`src/rtl/mux_arbiter10.sv`:
```
// -----------------------------------------------------------------------------
// mux_arbiter10
//
// Round-robin arbiter for ten requesters feeding a downstream 10:1 mux.
// A grant is held until the owner signals DONE, drops its request, or the
// grant reaches MAX_HOLD cycles (forced release, flagged by a TIMEOUT pulse).
// Every release is followed by at least one idle cycle before the next grant.
//
// Parameters
//   MAX_HOLD  maximum grant length in cycles (legal 2..255)
//
// Ports
//   CLK      in   1   clock, all state changes on the rising edge
//   RST      in   1   synchronous active-high reset
//   REQ      in  10   request per requester, bit k = requester k
//   DONE     in   1   current owner finished (ignored while idle)
//   GNT      out 10   one-hot grant, all zero while idle
//   SEL      out  4   mux select code 0..9, holds last owner while idle
//   BUSY     out  1   high while a grant is active
//   TIMEOUT  out  1   one-cycle pulse in the idle cycle after a forced release
// -----------------------------------------------------------------------------
module mux_arbiter10 #(
  parameter int unsigned MAX_HOLD = 16
) (
  input  logic       CLK,
  input  logic       RST,
  input  logic [9:0] REQ,
  input  logic       DONE,
  output logic [9:0] GNT,
  output logic [3:0] SEL,
  output logic       BUSY,
  output logic       TIMEOUT
);

  typedef enum logic [0:0] {
    ST_IDLE = 1'b0,
    ST_OWN  = 1'b1
  } state_t;

  // Hold counter value seen in the last permitted cycle of a grant.
  localparam logic [7:0] HOLD_LAST = 8'(MAX_HOLD - 1);

  state_t     state_r;
  logic [3:0] ptr_r;
  logic [7:0] hold_r;
  logic [9:0] gnt_r;
  logic [3:0] sel_r;
  logic       busy_r;
  logic       timeout_r;

  logic       found_s;
  logic [3:0] pick_s;
  logic       lost_s;
  logic       limit_s;
  logic       release_s;
  logic       forced_s;

  // Advance a requester index by one, wrapping 9 back to 0.
  function automatic logic [3:0] next_idx(input logic [3:0] idx);
    return (idx == 4'd9) ? 4'd0 : (idx + 4'd1);
  endfunction

  // One-hot decode of a requester index.
  function automatic logic [9:0] onehot10(input logic [3:0] idx);
    return 10'b00_0000_0001 << idx;
  endfunction

  // Round-robin pick: scan from the pointer downward in priority order.
  // The scan runs from lowest priority to highest so the last hit wins.
  always_comb begin
    logic [4:0] sum_v;
    logic [3:0] idx_v;
    found_s = |REQ;
    pick_s  = 4'd0;
    sum_v   = 5'd0;
    idx_v   = 4'd0;
    for (int i = 9; i >= 0; i--) begin
      sum_v  = {1'b0, ptr_r} + 5'(i);
      idx_v  = (sum_v >= 5'd10) ? 4'(sum_v - 5'd10) : sum_v[3:0];
      pick_s = REQ[idx_v] ? idx_v : pick_s;
    end
  end

  // Release decision for the current owner; forced only when the counter
  // limit is the sole reason (a coincident DONE or dropped request wins).
  always_comb begin
    lost_s    = ~|(REQ & gnt_r);
    limit_s   = (hold_r == HOLD_LAST);
    release_s = DONE | lost_s | limit_s;
    forced_s  = limit_s & ~DONE & ~lost_s;
  end

  // Arbiter state machine with registered outputs.
  always_ff @(posedge CLK) begin
    if (RST) begin
      state_r   <= ST_IDLE;
      ptr_r     <= 4'd0;
      hold_r    <= 8'd0;
      gnt_r     <= 10'd0;
      sel_r     <= 4'd0;
      busy_r    <= 1'b0;
      timeout_r <= 1'b0;
    end else begin
      case (state_r)
        ST_IDLE: begin
          // The timeout pulse lives for exactly this one idle cycle.
          timeout_r <= 1'b0;
          if (found_s) begin
            state_r <= ST_OWN;
            gnt_r   <= onehot10(pick_s);
            sel_r   <= pick_s;
            busy_r  <= 1'b1;
            hold_r  <= 8'd0;
          end else begin
            state_r <= ST_IDLE;
          end
        end
        ST_OWN: begin
          if (release_s) begin
            // Returning to idle gives break-before-make for free: no grant
            // can be issued at this edge.
            state_r   <= ST_IDLE;
            gnt_r     <= 10'd0;
            busy_r    <= 1'b0;
            ptr_r     <= next_idx(sel_r);
            timeout_r <= forced_s;
          end else begin
            hold_r <= hold_r + 8'd1;
          end
        end
        default: begin
          state_r   <= ST_IDLE;
          gnt_r     <= 10'd0;
          busy_r    <= 1'b0;
          timeout_r <= 1'b0;
        end
      endcase
    end
  end

  assign GNT     = gnt_r;
  assign SEL     = sel_r;
  assign BUSY    = busy_r;
  assign TIMEOUT = timeout_r;

endmodule

```
`config.mk`:
```
export PLATFORM = sky130hd
export DESIGN_NAME = mux_arbiter10
export DESIGN_NICKNAME = d
export VERILOG_FILES = /design/src/rtl/mux_arbiter10.sv
export SDC_FILE = /design/constraint.sdc
export NUM_CORES = 1
export LEC_CHECK = 0
export ABC_AREA = 1
export ABC_CLOCK_PERIOD_IN_PS = 3650
export CAP_MARGIN = 20
export CORE_AREA = 2 2 84 86
export DETAILED_ROUTE_END_ITERATION = 6
export DIE_AREA = 0 0 86 88
export PLACE_DENSITY = 0.76
export SLEW_MARGIN = 20
export SYNTH_ARGS = -nofsm -noshare
export SYNTH_HDL_FRONTEND = slang
export SYNTH_SLANG_ARGS = --single-unit
```
`constraint.sdc`:
```
create_clock -name CLK -period 3.65 [get_ports CLK]
set_input_delay 0.9125 -clock CLK [delete_from_list [all_inputs] [get_ports CLK]]
set_output_delay 0.9125 -clock CLK [all_outputs]
set_load 0.02 [all_outputs]
```
After elaboration in Yosys (flattened, before gate mapping)
Cells that the tools add are included.
{ "classes": {"reduce_logical": 7, "bitwise_logic": 7, "n_lt_le_gt_ge": 20, "shifts": 1, "n_eq_ne": 5, "muxes": 55, "add_sub_neg": 21} }
{ "op_table": {"columns": ["operator", "count"], "rows": [
  ["4-bit two-way mux", 21],
  ["4-bit by 5-bit < comparator with 1-bit output (second input constant)", 10],
  ["5-bit by 4-bit greater-or-equal comparator with 1-bit output (second input constant)", 9],
  ["1-bit binary-select mux with 4-bit select", 10],
  ["4-bit subtractor (second input constant)", 10],
  ["4-bit by 3-bit adder with 5-bit output (second input constant)", 4],
  ["10-bit two-way mux", 2],
  ["10-bit case mux with 2 select lines", 1],
  ["10-bit OR reduction", 2],
  ["8-bit two-way mux", 2],
  ["8-bit case mux with 2 select lines", 1],
  ["1-bit two-way mux", 15],
  ["4-bit by 2-bit adder with 5-bit output (second input constant)", 2],
  ["4-bit by 4-bit adder with 5-bit output (second input constant)", 2],
  ["10-bit AND", 1],
  ["1-bit by 4-bit left shift with 10-bit output (first input constant)", 1],
  ["8-bit by 1-bit adder with 8-bit output (second input constant)", 1],
  ["8-bit by 4-bit equality test with 1-bit output (second input constant)", 1],
  ["2-bit AND reduction", 4],
  ["1-bit case mux with 2 select lines", 3],
  ["4-bit by 1-bit adder with 5-bit output (second input constant)", 1],
  ["4-bit by 1-bit adder with 4-bit output (second input constant)", 1],
  ["4-bit equality test (second input constant)", 1],
  ["4-bit greater-or-equal comparator (second input constant)", 1],
  ["6 further kinds", 10]
]} }
{ "word_totals": {"inputBits": 13, "wordCells": 123, "output_inout_bits": 16, "register_bits": 29} }

Longest topological paths before layout
Gate-level depths: netlist (run 1).
{ "depth": {"word_depth": 18, "mapped_depth": 28, "ltp_nobuf": 27} }

Worst setup path before layout (run 1)
Ideal clock, no wire load.
{ "synth_timing": {"kind": "register to register", "startpoint": "reg ptr_r[1]", "endpoint": "reg gnt_r[2] (netlist: GNT[2])", "path_stages_with_launch": 23, "setup_ns": 0.068, "required_time_ns": 3.582, "arrival_ns": 3.342, "n_path_buf": 2, "slack_ns": 0.240, "period_less_slack_ns": 3.410, "cell_sequence": "dfxtp_1 buf_2 inv_2 ha_1 buf_4 clkinv_1 ha_1 nand2_1 inv_2 o21ai_2 inv_2 nand2_1 o21ai_1 inv_2 o21ai_1 o221ai_2 nand2_2 a21oi_1 nand2_1 a21boi_4 and2_1 nand2_1 a21oi_2"} }
{ "synth_via": {"elab_chain_len": 18, "elab_cells_between_ends": 72, "classes_between": "19 x add/sub; 10 x order compare; 1 x shift; 42 x mux"} }
{ "synth_lines": {"columns": ["item", "line_no", "source"], "rows": [
  ["from (decl)", "44", "logic [3:0] ptr_r;"],
  ["from (signal assigned)", "125", "ptr_r <= next_idx(sel_r);"],
  ["4-bit by 4-bit adder with 5-bit output", "78", "sum_v = {1'b0, ptr_r} + 5'(i);"],
  ["4-bit subtractor / 5-bit by 4-bit greater-or-equal comparator with 1-bit output (equally long branches)", "79", "idx_v = (sum_v >= 5'd10) ? 4'(sum_v - 5'd10) : sum_v[3:0];"],
  ["4-bit two-way mux", "79", null],
  ["1-bit binary-select mux with 4-bit select", "80", "pick_s = REQ[idx_v] ? idx_v : pick_s;"],
  ["1-bit two-way mux (not written as such)", "80", null],
  ["4-bit two-way mux (9 in a row)", "80", null],
  ["4-bit two-way mux *", "80", null],
  ["1-bit by 4-bit left shift with 10-bit output *", "65", "return 10'b00_0000_0001 << idx;"],
  ["10-bit two-way mux *", "108", "if (found_s) begin"],
  ["10-bit case mux with 2 select lines *", "104", "case (state_r)"],
  ["to (signal assigned)", "110", "gnt_r <= onehot10(pick_s);"],
  ["to (decl)", "46", "logic [9:0] gnt_r;"]
]} }
Mark *: on every way between the ends. The rest lies on a longest branch, timed or not. The select of a mux whose other input is x is not followed.
A chain may end at the register's enable or synchronous reset.

Worst setup path in the final report (run 1)
{ "layout_timing": {"startpoint": "in REQ[6]", "endpoint": "reg gnt_r[2] (netlist: GNT[2])"} }
{ "layout_via": {"elab_chain_len": 15, "elab_cells_between_ends": 42, "classes_between": "2 x eq/ne; 1 x shift; 32 x mux; 3 x bitwise; 4 x reduce/logical"} }
{ "layout_lines": {"columns": ["item", "line_no", "source"], "rows": [
  ["from (decl)", "27", "input logic [9:0] REQ,"],
  ["1-bit binary-select mux with 4-bit select", "80", null],
  ["1-bit two-way mux (not written as such)", "80", null],
  ["4-bit two-way mux (10 in a row)", "80", null],
  ["1-bit by 4-bit left shift with 10-bit output", "65", null],
  ["10-bit two-way mux", "108", null],
  ["10-bit case mux with 2 select lines", "104", null]
]} }
Several ways; a longest one is shown, not always the timed one. The select of a mux whose other input is x is not followed.

==> results of run 1 <==
==> area by class of cell <==
cell class                      instances  area (um^2)  share of cell area (%)
Clock buffer                            6         72.6                    1.75
Clock inverter                          2         10.0                   0.241
Inverter                               84          325                    7.84
Multi-Input combinational cell        463         2590                    62.4
Timing Repair Buffer                   52          464                    11.2
Sequential cell                        29          586                    14.1
Tap cell                               80          100                    2.41
==> state kept, by name, summed over array words and instances, names as in the netlist <==
name / cells
state_r: 1
BUSY: 1
hold_r: 8
SEL: 4
TIMEOUT: 1
ptr_r: 4
GNT: 10
==> power by group <==
group          total (mW)  switching (mW)  internal, mW
Clock               0.253           0.121         0.132
Sequential          0.431          0.0590         0.372
Combinational        2.66            1.69         0.969
Total                3.34            1.87          1.47
==> synth_stat cells (5+ instances only) <==
cell type  instances  area, um^2
nand2_1          174         653
nand3_1           46         230
nand4_1           14        87.6
a21oi_1           35         175
a21oi_2            5        43.8
o211ai_1           6        45.0
nand2_2           12        75.1
o21ai_0           29         145
dfxtp_1           29         581
o21ai_1           15        75.1
ha_1              24         300
inv_2             14        52.6
nor2_1            41         154
o21ai_2            5        43.8
inv_1             67         251
xor2_1             6        52.6
==> worst max-delay path: cells and delay by family <==
family                 cells  cell delay (ns)
AO/OA/AOI/OAI              5             1.04
AND/OR/NAND/NOR           13             1.10
buffers and inverters      1             0.48
==> repair_timing <==
item,in CTS,in global routing
resized for setup,0,14
hold endpoints to repair,0,0
endpoints found under the setup margin,0,14
setup buffers,0,4
==> worst paths after layout <==
kind         startpoint         to  slack [ns]  depth (start not counted)
max reg2reg    ptr_r[2]     GNT[2]        0.34                         20
min reg2reg   hold_r[7]  hold_r[7]        0.48                          2
max              REQ[6]     GNT[2]        0.31                         19
min           hold_r[7]  hold_r[7]        0.48                          2
==> routing by layer <==
| metal | vias up | GRT usage, % |
|---|---|---|
| li1 | 2017 | - |
| met1 | 1817 | 34.7 |
| met2 | 113 | 46.9 |
| met3 | 18 | 4.52 |
| met4 | 0 | 8.80 |
| met5 | - | 0 |
==> per-stage QoR <==
| step | total power [mW] | cell area [um^2] | setup WS, ns | std cells |
|---|---|---|---|---|
| 2_1_floorplan | 2.32 | 3500 | 0.240 | 583 |
| 3_3_place_gp | 2.95 | 3990 | 0.114 | 704 |
| 3_5_place_dp | 2.99 | 3990 | 0.0513 | 704 |
| 4_1_cts | 3.26 | 4070 | 0.179 | 712 |
| 5_1_grt | 3.68 | 4150 | 0.00130 | 716 |
| 6_report | 3.34 | 4150 | 0.311 | 716 |
==> cell families after synthesis <==
| kind of cell | after synthesis | synth area share (%) |
|---|---|---|
| muxes | 2 | 0.607 |
| DFF | 29 | 16.6 |
| xor gates and xnor gates | 10 | 3.25 |
| and+or+nand+nor | 311 | 39.5 |
| adders and majority gates | 25 | 9.15 |
| AOI/OAI and AO/OA | 115 | 20.5 |
| buffers and inverters | 91 | 10.4 |
==> results.py, run 1 <==
metrics = {
    "drt": {
        "avgViaCountPerCell": 5.54,
        "met1_length_um": 4430,
        "drc": 0,
        "wl_met3_um": 492,
        "routed-via-count": 3965,
        "postRouteAntennaNets": 0,
        "drt_iter0_drc": 159,
        "routed_wl_um": 10000,
        "dr.pass1.iters": 6,
        "top_layer": "met4",
        "met2_length_um": 4920,
        "wl_per_cell_um": 14.0,
    },
    "hold_path": {
        "hold_class": "reg -> reg",
    },
    "floorplanning": {
        "dieWidth_um": 86,
        "die_area_um2": 7570,
        "placementRows": 30,
        "core_um2": 6640,
        "fp.dieH_um": 88,
        "initial_core_util_pct": 52.7,
        "pin_count": 29,
    },
    "logic_synthesis": {
        "syn_inst": 583,
        "syn_nets": 621,
        "yosysWarnings": 0,
        "seq_area_frac_synth_pct": 16.6,
        "syn_area_um2": 3500,
        "postSynthAreaPerCell_um2": 6.01,
        "synth_edf_count": 0,
        "synth_cell_types": 56,
        "async_reset_ff_share_pct": 0,
        "ys_ff_latch": 29,
        "synth_top_flop_cell": "dfxtp_1",
    },
    "clock_tree": {
        "clockRootBuffer": "clkbuf_8",
        "htreeDepth": 2,
        "clk_pin_slew_worst_paths_ns": 0.07,
        "cts_hold_buf": 0,
        "clock-sinks": 29,
        "clockBufferDepth": 2,
        "tritoncts": "done",
        "cts_buffers": 5,
        "worstSkewPairLatency_ns": 0.28,
    },
    "finish": {
        "area_growth_pct": 18.4,
        "layout-drive-gt1-share_pct": 14.5,
        "fin_util_pct": 62.4,
        "layout_common_cells": "nand2_1 (174), inv_1 (67), nand3_1 (46)",
        "fill_cells": 607,
        "layout_commonest_cell": "nand2_1",
        "fin_nets": 673,
        "antenna_cells": 0,
    },
    "global_routing": {
        "grt_max_degree": 26,
        "grt_pass1_vias": 3578,
        "overflow": 0,
        "antenna_found_initial": 0,
        "grtUsageTotal_pct": 27.2,
        "grt_first_pass_wirelength_um": 16600,
    },
    "sta": {
        "hold_viol_final": 0,
        "min_period_ns": 3.34,
        "worstMarginPinSlew_ns": 0.605,
        "drv_slew": 0,
        "finalSetupViolations": 0,
        "fmax_mhz": 299,
        "rsz0062_at_grt": "false",
        "fin_skew_ns": 0.0107,
        "max-slew-margin-rel_pct": 59.3,
        "timing.final.crit_share_pct": 91.5,
        "tns_ns": 0,
        "fin_hold_ws_ns": 0.481,
    },
    "critical_path": {
        "start_kind": "input port",
        "cp-end-kind": "register",
        "crit_required_ns": 3.88,
        "crit_chain": "clkdlybuf4s50_1, o21ai_1, nand2_1, nand3b_1, nand2_1, a21boi_2, nor2_1, nor2_1, o21ai_1, nand2_1, nand2_1, nand2_1, nand2_1, nand2_1, nand2_1, a21boi_4, and2_1, nand2_1, a21oi_2",
        "path_common_cell": "nand2_1",
        "arrival_ns": 3.56,
        "critPathKind": "in -> reg",
        "slowest_stage": "clkdlybuf4s50_1",
        "crit_fanout": 6,
        "cp_slowest_stage_delay_ns": 0.48,
    },
    "run": {
        "cap_violations": 0,
    },
    "run_status": {
        "status": "complete, no violations",
    },
    "power_and_ir_drop": {
        "power_density_nw_per_um2": 806,
        "leakagePower_nw": 1.94,
        "ir_drop_mv": 0.349,
    },
    "placement": {
        "gp_congestion": 0.966,
        "dpl.hpwl_um": 8100,
        "portBuffers": 28,
    },
}
Note: power is estimated with default switching activity, not from simulation.
==> run 2: changes to the inputs <==
- CORE_AREA: 2 2 84 86 -> 2 2 96 70
- DIE_AREA: 0 0 86 88 -> 0 0 98 72
- DONT_BUFFER_PORTS: default -> 1
==> run 2 against run 1 <==
Effect of this change: core utilization rose by 0.091 points; register-to-register slack barely moved; count of clock-buffer cells in the layout rose by 1.
==> results.py, run 2 (synthesis gave the netlist of run 1 again) <==
metrics = {
    "floorplanning": {
        "die_area_um2": 7060,
        "fp.dieH_um": 72,
        "dieWidth_um": 98,
        "pin_count": 29,
        "placementRows": 24,
        "core_um2": 6100,
        "initial_core_util_pct": 57.5,
    },
    "drt": {
        "drc": 0,
        "avgViaCountPerCell": 5.73,
        "drt_iter0_drc": 338,
        "routed-via-count": 3874,
        "wl_per_cell_um": 14.8,
        "postRouteAntennaNets": 0,
        "dr.pass1.iters": 5,
        "routed_wl_um": 9970,
    },
    "sta": {
        "worst_slack_ns": 0.331,
        "hold_viol_final": 0,
        "worstMarginPinSlew_ns": 0.630,
        "tns_ns": 0,
        "timing.final.crit_share_pct": 90.9,
        "fin_hold_ws_ns": 0.487,
        "drv_slew": 0,
        "min_period_ns": 3.32,
        "fin_skew_ns": 0.00250,
        "fmax_mhz": 301,
        "max-slew-margin-rel_pct": 57.6,
        "finalSetupViolations": 0,
    },
    "global_routing": {
        "grt_pass1_vias": 3412,
        "grtUsageTotal_pct": 28.0,
        "overflow": 0,
        "grt_first_pass_wirelength_um": 16300,
        "grt_max_degree": 25,
        "antenna_found_initial": 0,
    },
    "clock_tree": {
        "clockBufferDepth": 2,
        "htreeDepth": 2,
        "tritoncts": "done",
        "clk_pin_slew_worst_paths_ns": 0.07,
        "clock-sinks": 29,
        "clockRootBuffer": "clkbuf_8",
        "cts_buffers": 5,
        "worstSkewPairLatency_ns": 0.27,
    },
    "power_and_ir_drop": {
        "p_int_mw": 1.41,
        "p_sw_share_pct": 57.1,
        "leakagePower_nw": 1.80,
        "power_density_nw_per_um2": 861,
        "ir_drop_mv": 0.317,
        "pwr-share-seq_pct": 14.6,
        "power_frac_clock_pct": 9.1,
        "combPwrFrac_pct": 76.3,
        "switchingPower_mw": 1.87,
    },
    "finish": {
        "layout-drive-gt1-share_pct": 14.2,
        "layout_common_cells": "nand2_1 (173), inv_1 (66), nand3_1 (46)",
        "final_area_um2": 3810,
        "multi_input_area_um2": 2610,
        "fin_nets": 635,
        "largest_reg_flops": 10,
        "layout_commonest_cell": "nand2_1",
        "area_growth_pct": 8.82,
        "fill_cells": 589,
        "antenna_cells": 0,
        "ff_latch_area_um2": 582,
    },
    "critical_path": {
        "arrival_ns": 3.53,
        "start_kind": "register",
        "critPathKind": "reg -> reg",
        "cp-end-kind": "register",
        "crit_fanout": 8,
        "crit_required_ns": 3.86,
    },
    "placement": {
        "portBuffers": 0,
        "dpl.hpwl_um": 7920,
        "place_worst_setup_slack_ns": 0.230,
        "gp_congestion": 0.971,
        "placed_area_um2": 3620,
    },
    "run": {
        "cap_violations": 0,
    },
    "hold_path": {
        "hold_class": "reg -> reg",
    },
    "run_status": {
        "status": "complete, no violations",
    },
}
-- run 2: changes by cell type in the layout (fill, tap and decap cells not counted), sizes merged --
cell and change:
clkdlybuf4s50 -28, buf -11, clkinv -2, a21oi +1, clkbuf +1, clkinvlp +1
-- run 2: worst paths after layout --
path	to	from	depth (start not counted)	slack [ns]
max	GNT[2]	ptr_r[3]	18	0.33
min	hold_r[7]	hold_r[7]	2	0.49
max reg2reg	GNT[2]	ptr_r[3]	18	0.33
min reg2reg	hold_r[7]	hold_r[7]	2	0.49
-- run 2: cell type report --
class | count | area share [%]
Timing Repair Buffer | 13 | 2.66
Clock inverter | 1 | 0.131
Clock buffer | 7 | 2.53
Tap cell | 78 | 2.56
Multi-Input combinational cell | 464 | 68.4
Inverter | 84 | 8.50
Sequential cell | 29 | 15.3
-- run 2: critical path: stages, from the launching register on --
cell      delay (ns)
dfxtp_1         0.41
buf_4           0.22
ha_1            0.24
a21oi_1         0.44
nand2_2         0.18
o21ai_2         0.21
nand4_1         0.25
nand2_2         0.21
a21oi_1         0.11
nand2_1         0.08
nand2_1         0.04
nand2_1         0.05
nand2_1         0.05
nand2_1         0.05
nand2_1         0.08
a21boi_4        0.25
and2_1          0.19
nand2_1         0.07
a21oi_2         0.11
-- run 2: power by group through the flow --
stage,Clock (mW),Combinational [mW],Sequential (mW)
floorplan,0,1.84,0.476
global placement,0,2.27,0.482
detailed placement,0,2.31,0.484
CTS,0.300,2.32,0.478
global route,0.310,2.81,0.486
finish,0.297,2.50,0.479
-- run 2: layer usage --
layer | routed length, um | global-route usage [%]
met5 | 0 | 0
met4 | 17 | 3.24
met2 | 4000 | 40.7
met1 | 4930 | 43.9
met3 | 1030 | 5.59
-- run 2: metrics by stage --
step	instances	power, mW	utilization (%)
2_1_floorplan	583	2.32	-
6_report	676	3.28	62.5
3_3_place_gp	663	2.75	59.4
5_1_grt	676	3.61	62.5
3_5_place_dp	663	2.79	59.4
4_1_cts	671	3.10	61.1
-- run 2: what timing repair did --
action | 4_1_cts | 5_1_grt
hold buffers | 0 | 0
gates resized for setup | 0 | 11
endpoints found under the setup margin | 0 | 14
buffers inserted | 0 | 4
==> run 3: changes to the inputs <==
- CAP_MARGIN: 20 -> 25
==> results of run 3 <==
Final layout, timing and power as in run 2 (identical DEF).
